$ cat config.mk
export PLATFORM = sky130hd
export DESIGN_NAME = gcd_fsmd_core
export DESIGN_NICKNAME = d
export VERILOG_FILES = /design/src/rtl/gcd_fsmd_core.sv
export SDC_FILE = /design/constraint.sdc
export NUM_CORES = 1
export LEC_CHECK = 0
export CORE_ASPECT_RATIO = 1.25
export CORE_UTILIZATION = 55
export DETAILED_ROUTE_END_ITERATION = 8
export PLACE_DENSITY = 0.87
export REMOVE_ABC_BUFFERS = 1
export SLEW_MARGIN = 15
export SYNTH_ARGS = -nofsm -noshare
export SYNTH_HDL_FRONTEND = slang
export SYNTH_SLANG_ARGS = --single-unit
$ cat constraint.sdc
create_clock -name clk -period 6.8 [get_ports clk]
set_clock_uncertainty 0.15 [all_clocks]
set_input_delay 1.36 -clock clk [delete_from_list [all_inputs] [get_ports clk]]
set_output_delay 1.36 -clock clk [all_outputs]
set_load 0.01 [all_outputs]
$ cat src/rtl/gcd_fsmd_core.sv
// gcd_fsmd_core: subtractive-Euclid GCD engine.
// Latches two unsigned operands on start and performs one subtract per clock.
// Reports the result and the step count through a busy/done handshake.
module gcd_fsmd_core #(
  parameter int WIDTH = 8
) (
  input  logic             clk,
  input  logic             rst,
  input  logic             start,
  input  logic [WIDTH-1:0] a_in,
  input  logic [WIDTH-1:0] b_in,
  output logic             busy,
  output logic             done,
  output logic [WIDTH-1:0] gcd_out,
  output logic [WIDTH-1:0] iter_count
);

  typedef enum logic [1:0] {S_IDLE, S_CALC, S_DONE} state_t;

  state_t           state_q, state_d;
  logic [WIDTH-1:0] a_q, a_d, b_q, b_d;
  logic [WIDTH-1:0] gcd_q, gcd_d, iter_q, iter_d;
  logic             busy_q, busy_d, done_q, done_d;

  // Next-state and datapath control.
  // busy/done are computed from the next state, so they are registered
  // alongside it and have no combinational path from the inputs.
  always_comb begin
    state_d = state_q;
    a_d     = a_q;
    b_d     = b_q;
    gcd_d   = gcd_q;
    iter_d  = iter_q;
    case (state_q)
      S_IDLE, S_DONE: begin
        if (start) begin
          a_d     = a_in;
          b_d     = b_in;
          iter_d  = '0;
          state_d = S_CALC;
        end
      end
      S_CALC: begin
        if (a_q == '0) begin
          gcd_d   = b_q;
          state_d = S_DONE;
        end else if (b_q == '0) begin
          gcd_d   = a_q;
          state_d = S_DONE;
        end else if (a_q == b_q) begin
          gcd_d   = a_q;
          state_d = S_DONE;
        end else if (a_q > b_q) begin
          // The larger value is always the minuend, so this cannot underflow.
          a_d    = a_q - b_q;
          iter_d = iter_q + WIDTH'(1);
        end else begin
          b_d    = b_q - a_q;
          iter_d = iter_q + WIDTH'(1);
        end
      end
      default: state_d = S_IDLE;
    endcase
    busy_d = (state_d == S_CALC);
    done_d = (state_d == S_DONE);
  end

  // State and datapath registers.
  // Reset aborts any calculation in progress and clears every register.
  always_ff @(posedge clk) begin
    if (rst) begin
      state_q <= S_IDLE;
      a_q     <= '0;
      b_q     <= '0;
      gcd_q   <= '0;
      iter_q  <= '0;
      busy_q  <= 1'b0;
      done_q  <= 1'b0;
    end else begin
      state_q <= state_d;
      a_q     <= a_d;
      b_q     <= b_d;
      gcd_q   <= gcd_d;
      iter_q  <= iter_d;
      busy_q  <= busy_d;
      done_q  <= done_d;
    end
  end

  assign busy       = busy_q;
  assign done       = done_q;
  assign gcd_out    = gcd_q;
  assign iter_count = iter_q;

endmodule

==> flow_summary.yaml, run 1 <==
outcome:
  outcome: "completed"
placed_design:
  place_congestion: 0.877
  placed_area_um2: 2800
  dp_hpwl_um: 4540
  dp.cells: 388
  port_buffers: 36
yosys:
  yosys.cell_types.count: 47
  synthArstFlopShare_pct: 0
  post_synth_inst_count: 312
  synthFlopType: "dfxtp_1"
  yosysSeqAreaShare_pct: 29.5
  synthTopCellsByArea: "dfxtp_1 (29%), ha_1 (8.2%), a21oi_1 (7.0%), a211oi_1 (6.8%), nor2_1 (4.6%)"
  synth_top_area_share_pct: 29.5
  syn-cell-area_um2: 2450
  ys_ff_latch: 36
  ys_warn_count: 0
  avgSynthCellArea_um2: 7.84
  synth_top_area_cell: "dfxtp_1"
  synth_edf_count: 0
global_route:
  grt_pass1_vias: 2299
  grt-ovfl-total: 0
  antenna_found_initial: 0
  grt_pass1_wl_um: 10200
  grt_max_degree: 29
  grtUsageTotal_pct: 28.3
timing:
  setup_viol: 0
  rsz0062_at_grt: "no"
  finalMaxSlewViolations: 0
  tightest_slew_ns: 0.959
  finalSetupTns_ns: 0
  min_period_ns: 2.99
  hold_viol: 0
  holdWs_ns: 0.346
  fmax_mhz: 334
  finalCritPeriodShare_pct: 44.0
  maxSlewHeadroom_pct: 35.8
power_and_ir_drop:
  finalPower_uw: 1260
  p_per_area_nw_per_um2: 434
  p_leak_uw: 0.00107
  vdd_drop_max_uv: 247
job:
  maxCapViolations: 0
clock_network:
  worstSkewPairLatency_ns: 0.29
  clockBufferDepth: 2
  post_cts_buffers: 0
  clock_sinks: 36
  cts_made_buffers: 5
  hold_buffers: 0
  clkTransAtPathRegs_ns: 0.07
  cts_resized: 0
  cts_tree: "built"
  cts_root_buf: "clkbuf_8"
  htree_levels: 2
worst_setup_path:
  cp_data_arrival_time_ns: 3.03
  path_class: "input port to flop"
  cp-start-kind: "input port"
  cp_max_fo: 17
  r2r.worst_path.cells: 5
  cp-end-kind: "flop"
  required_ns: 6.83
cells_and_area:
  final_cell_area_um2: 2910
  num_antenna_cells: 0
  fin_nets: 376
  layout_common_cells: "dfxtp_1 (36), clkdlybuf4s50_1 (36), a21oi_1 (34)"
  layoutNonFillerInstCount: 396
  area_growth_pct: 19.0
  drive_gt1_share_pct: 4.41
min_path:
  hold-path-cell-count: 2
  worstHoldPathType: "flop to flop"
routing:
  drt-total-wl_um: 6070
  drt_iter0_drc: 130
  drt_pass1_iterations: 4
  avgViaCountPerCell: 6.11
  vias: 2419
  routedWlPerCell_um: 15.3
  ant_nets: 0
  drc: 0
die:
  num_io_pins: 37
  die_h_um: 76.6
  start_util_pct: 58.7
  core_um2: 4160
  die_x_um: 61.7
  row_count: 26
  fp.dieArea_um2: 4720
[through the flow]
stage / utilization (%) / setup slack (ns)
after floorplan: - / 4.24
after global placement: 67.3 / 3.58
after detailed placement: 67.3 / 3.53
after CTS: 69.9 / 3.83
after global routing: 69.9 / 3.70
final: 69.9 / 3.81
[power by group]
| group | switching [uW] | internal, uW | total, uW |
|---|---|---|---|
| registers | 65.9 | 267 | 333 |
| clock network | 77.1 | 109 | 186 |
| logic | 445 | 298 | 743 |
| total | 588 | 674 | 1260 |
[worst max-delay path, stage by stage]
cell and delay (ns):
clkdlybuf4s50_1 0.45, nand2b_1 0.24, o41a_1 0.56, a21oi_2 0.17
o211a_1 0.24
[cell usage after synthesis (3+ instances only)]
master	count
inv_1	22
o211ai_1	3
nand3_1	11
and2_1	3
o31a_1	4
nor3_1	3
a311oi_1	6
dfxtp_1	36
or4_1	5
a21oi_1	34
nand2_1	23
o211a_1	4
clkbuf_1	12
nor2_1	30
a211oi_1	22
and4_1	4
nand2b_1	8
o21ai_0	15
nor2b_1	4
nor4_1	3
or3_1	7
ha_1	16
[area by class of cell]
type | instances | area (um2)
multi-input cells | 236 | 1550
fillers | 367 | 1250
repair buffers | 38 | 375
clock inverters | 2 | 35.0
clock buffers | 6 | 72.6
inverters | 22 | 82.6
well taps | 56 | 70.1
flip-flops and latches | 36 | 721
[worst paths after layout]
path                       from            end  slack, ns
setup / recovery          start         b_q[1]       3.81
hold / removal    iter_count[5]  iter_count[5]       0.35
setup reg to reg         a_q[1]         b_q[1]       3.87
hold reg to reg   iter_count[5]  iter_count[5]       0.35
[logic make-up (layout without fill, tap and decap cells)]
group           count (synthesis)  in the layout  synth area share [%]
compound gates                110            110                  31.3
simple gates                  107            107                  22.0
buf+inv                        40             68                  7.01
flops                          36             36                  29.5
fa+ha+maj                      18             18                  9.82
mux                             1              1                 0.409
[sequential cells by signal, indices dropped and copies added, names as in the netlist]
name / cells
a_q: 8
b_q: 8
gcd_out: 8
iter_count: 8
state_q: 2
busy: 1
done: 1
[metal layers]
metal	share of wire (%)	routed length (um)	up-vias	track usage, %
li1	-	-	1217	-
met2	52	3140	78	47.7
met3	5.0	306	16	5.43
met4	2.1	129	0	12.9
met5	0	0	-	0
met1	41	2490	1108	33.1
(Power assumes the default switching activity.)
==> inputs of run 2 (changes only) <==
- CORE_UTILIZATION: 55 -> 54
- PLACE_DENSITY: 0.87 -> 0.86
- clock period: 6.8 -> 3.1 ns (I/O delays scaled with it)
==> run 2 against run 1 <==
Net effect:
- core utilization decreased by 1.8 points
- die area increased by 1.8%
- via count increased by 2.4%
- critical path type is now flop to flop
- power increased by 130%
==> flow_summary.yaml, run 2 (synthesized netlist as in run 1, its figures left out) <==
outcome:
  outcome: "completed"
worst_setup_path:
  cp_slowest_stage_delay_ns: 0.63
  cp_max_fo: 17
  cp-start-kind: "flop"
  cp-end-kind: "flop"
  cp_data_arrival_time_ns: 2.85
  required_ns: 3.11
  worstPathCellList: "inv_1, ha_1, and4_1, and2_1, o41a_1, a21oi_2, a311oi_1"
  critPathSlowestCell: "o41a_1"
  path_class: "flop to flop"
  critPathBufInv: 1
  crit_family: "compound AO/OA/AOI/OAI gates"
global_route:
  grtUsageMet2_pct: 46.0
  grt_pass1_wl_um: 10500
  grt_max_degree: 19
  grt-busiest-layer: "met2"
  grtUsageTotal_pct: 27.5
  grt-ovfl-total: 0
  grt_pass1_vias: 2299
  antenna_found_initial: 0
  grtUsageMet3_pct: 6.40
  met1_usage_pct: 31.0
clock_network:
  clock_sinks: 36
  htree_levels: 2
  clkTransAtPathRegs_ns: 0.08
  worstSkewPairLatency_ns: 0.30
  post_cts_buffers: 0
  hold_buffers: 0
  cts_tree: "built"
  cts_resized: 0
  cts_made_buffers: 5
  cts_root_buf: "clkbuf_8"
  clockBufferDepth: 2
routing:
  drt-total-wl_um: 6100
  ant_nets: 0
  drt_pass1_iterations: 4
  vias: 2477
  drc: 0
  drt_iter0_drc: 124
  routedWlPerCell_um: 15.0
  avgViaCountPerCell: 6.07
timing:
  min_period_ns: 2.84
  tightest_slew_ns: 0.728
  finalSetupTns_ns: 0
  rsz0062_at_grt: "no"
  finalCritPeriodShare_pct: 91.6
  setup_viol: 0
  worst_slack_ns: 0.261
  fmax_mhz: 352
  hold_viol: 0
  maxSlewHeadroom_pct: 51.3
  finalMaxSlewViolations: 0
power_and_ir_drop:
  seqPwrFrac_pct: 25.2
  internal_power_uw: 1540
  pwr-share-clk_pct: 14.6
  p_per_area_nw_per_um2: 956
  p_leak_uw: 0.00112
  pwr-share-comb_pct: 60.2
  switching_share_pct: 46.1
  finalPower_uw: 2860
  p_switching_uw: 1320
  vdd_drop_max_uv: 457
cells_and_area:
  fin_util_pct: 68.1
  drive_gt1_share_pct: 7.43
  area_growth_pct: 22.3
  layout_common_cells: "dfxtp_1 (36), clkdlybuf4s50_1 (36), a21oi_1 (34)"
  fin_nets: 386
  num_antenna_cells: 0
die:
  core_um2: 4390
  fp.dieArea_um2: 4800
  die_h_um: 77.3
  num_io_pins: 37
  die_x_um: 62.2
  row_count: 27
  start_util_pct: 55.7
placed_design:
  place_congestion: 0.994
  dpl_worst_slack_ns: 0.236
  port_buffers: 36
  dp_hpwl_um: 4730
min_path:
  worstHoldPathType: "flop to flop"
job:
  maxCapViolations: 0
run 2: changes by cell type in the layout (fill, tap and decap cells not counted), sizes merged:
| cell | change |
|---|---|
| clkbuf | -1 |
| buf | +10 |
| clkinvlp | +1 |
run 2: layout make-up:
| cell class | count | area [um2] |
|---|---|---|
| Timing Repair Buffer | 48 | 450 |
| Clock buffer | 5 | 68.8 |
| Sequential cell | 36 | 721 |
| Clock inverter | 3 | 42.5 |
| Inverter | 22 | 82.6 |
| Fill cell | 385 | 1400 |
| Tap cell | 58 | 72.6 |
| Multi-Input combinational cell | 236 | 1550 |
run 2: tightest hold or removal path, stage by stage (launching register included):
cell,delay [ns]
dfxtp_1,0.34
nand2_1,0.06
a21oi_1,0.05
run 2: power by group through the flow:
stage               clock network [uW]  registers (uW)  logic [uW]
finish                             416             721        1720
global route                       442             738        1920
CTS                                420             717        1710
detailed placement                   0             729        1700
global placement                     0             724        1660
floorplan                            0             709        1180
run 2: final timing paths:
kind	startpoint	end	slack, ns	depth (start not counted)
max reg2reg	a_q[1]	b_q[2]	0.26	7
max	a_q[1]	b_q[2]	0.26	7
min reg2reg	iter_count[1]	iter_count[1]	0.34	2
min	iter_count[1]	iter_count[1]	0.34	2
run 2: metrics by stage:
stage          instance area, um2  cells  hold WS, ns
6_report                     2990    408        0.343
5_1_grt                      2990    408        0.371
4_1_cts                      2990    408        0.342
3_5_place_dp                 2880    400        0.333
3_3_place_gp                 2880    400        0.317
2_1_floorplan                2360    294        0.343
run 2: metal layers:
layer  up-vias  wire length [um]
met1      1150              2570
met2        71              2970
met4         0               330
met3        31               232
li1       1225                 -
met5         -                 0
==> inputs of run 3 (changes only) <==
- CORE_MARGIN: unset -> 8
- SKIP_CTS_REPAIR_TIMING: unset -> 1
- clock period: 3.1 -> 2.7 ns (I/O delays scaled with it)
==> run 3 against run 2 <==
Net effect:
- final cell count is 4.9% higher
- worst hold slack worse by 0.0043 ns
- critical path depth increased by 2
- largest cell class unchanged
- largest power group unchanged
==> flow_summary.yaml, run 3 (synthesized netlist as in run 1, its figures left out) <==
cells_and_area:
  layoutNonFillerInstCount: 428
  num_antenna_cells: 0
  seqCellArea_um2: 721
  area_growth_pct: 29.3
  fill_cells: 382
  fin_nets: 406
  layout_common_cells: "dfxtp_1 (36), clkdlybuf4s50_1 (36), a21oi_1 (34)"
  multi_input_area_um2: 1560
  drive_gt1_share_pct: 13.0
routing:
  avgViaCountPerCell: 6.07
  vias: 2596
  drt_iter0_drc: 117
  ant_nets: 0
  drt_pass1_iterations: 5
  drc: 0
  drt-total-wl_um: 7120
  routedWlPerCell_um: 16.6
die:
  start_util_pct: 55.7
  row_count: 27
  num_io_pins: 37
  core_um2: 4390
  die_h_um: 91.3
  fp.dieArea_um2: 6950
  die_x_um: 76.2
global_route:
  grt_pass1_wl_um: 11900
  grt_max_degree: 21
  grtUsageTotal_pct: 20.6
  grt-ovfl-total: 0
  antenna_found_initial: 0
  grt_pass1_vias: 2616
clock_network:
  clock_sinks: 36
  cts_tree: "built"
  clkTransAtPathRegs_ns: 0.07
  cts_made_buffers: 5
  cts_root_buf: "clkbuf_8"
  worstSkewPairLatency_ns: 0.29
  htree_levels: 2
  clockBufferDepth: 2
job:
  maxCapViolations: 0
worst_setup_path:
  cp_max_fo: 5
  cp_data_arrival_time_ns: 2.58
  required_ns: 2.75
  cp-end-kind: "flop"
  worstPathCellList: "inv_1, ha_1, fa_1, nand2b_1, a211oi_2, o21a_1, buf_4, nand2_1, a221oi_1"
  cp-start-kind: "flop"
  path_class: "flop to flop"
  critPathSlowestCell: "dfxtp_1"
  critPathBufInv: 2
  cp_slowest_stage_delay_ns: 0.38
  crit_family: "compound AO/OA/AOI/OAI gates"
timing:
  maxSlewHeadroom_pct: 69.2
  tightest_slew_ns: 0.462
  rsz0062_at_grt: "yes"
  worst_slack_ns: 0.164
  finalCritPeriodShare_pct: 93.9
  min_period_ns: 2.54
  setup_viol: 0
  finalMaxSlewViolations: 0
  fmax_mhz: 394
  hold_viol: 0
outcome:
  outcome: "completed"
placed_design:
  place_congestion: 0.986
  dp.cells: 420
  port_buffers: 36
  dp_hpwl_um: 5590
  dpl_worst_slack_ns: 0.140
power_and_ir_drop:
  p_per_area_nw_per_um2: 1130
  p_leak_uw: 0.00123
  vdd_drop_max_uv: 555
min_path:
  worstHoldPathType: "flop to flop"
[run 3: cell types whose count changed in the layout (fill, tap and decap cells not counted), sizes merged]
cell,previous run,this run
clkinvlp,1,0
buf,12,32
clkinv,1,0
clkbuf,5,7
[run 3: final cells by class]
class	instances	share of cell area, %
clock buffers	7	3.05
clock inverters	1	0.949
inverters	22	2.61
multi-input cells	236	49.3
flip-flops and latches	36	22.8
well taps	58	2.29
repair buffers	68	19.0
[run 3: report_power, final]
group / internal, uW / switching (uW)
sequential: 673 / 120
combinational: 975 / 1280
clock: 326 / 200
[run 3: path summary, 6_finish.rpt]
check	endpoint	cells after the start	start	slack, ns
worst min-delay path	iter_count[1]	2	iter_count[1]	0.34
worst max register to register	a_q[5]	9	a_q[0]	0.16
worst min register to register	iter_count[1]	2	iter_count[1]	0.34
worst max-delay path	a_q[5]	9	a_q[0]	0.16
[run 3: metrics by stage]
step / power (uW) / TNS (ns) / hold slack [ns] / cell area, um2 / util (%)
finish: 3580 / 0 / 0.338 / 3160 / 72.0
global route: 3850 / -0.0415 / 0.366 / 3160 / 72.0
CTS: 3550 / 0 / 0.339 / 3160 / 71.9
detailed placement: 3010 / 0 / 0.329 / 3030 / 69.0
global placement: 2970 / 0 / 0.318 / 3030 / 69.0
floorplan: 2170 / 0 / 0.343 / 2360 / -
[run 3: routing by layer]
metal | vias to the layer above | GRT usage (%) | part of all wire (%)
met5 | - | 0 | 0
met4 | 0 | 15.0 | 4.9
met3 | 28 | 5.33 | 5.8
met2 | 99 | 36.6 | 50
met1 | 1197 | 20.5 | 39
li1 | 1272 | - | -
[run 3: worst reg2reg max path, delay by kind of cell (launching register included)]
kind | cells | cell delay [ns]
buffers and inverters | 2 | 0.24
and+or+nand+nor | 2 | 0.31
adders and majority gates | 2 | 0.60
DFF | 1 | 0.38
AOI/OAI and AO/OA | 3 | 0.78
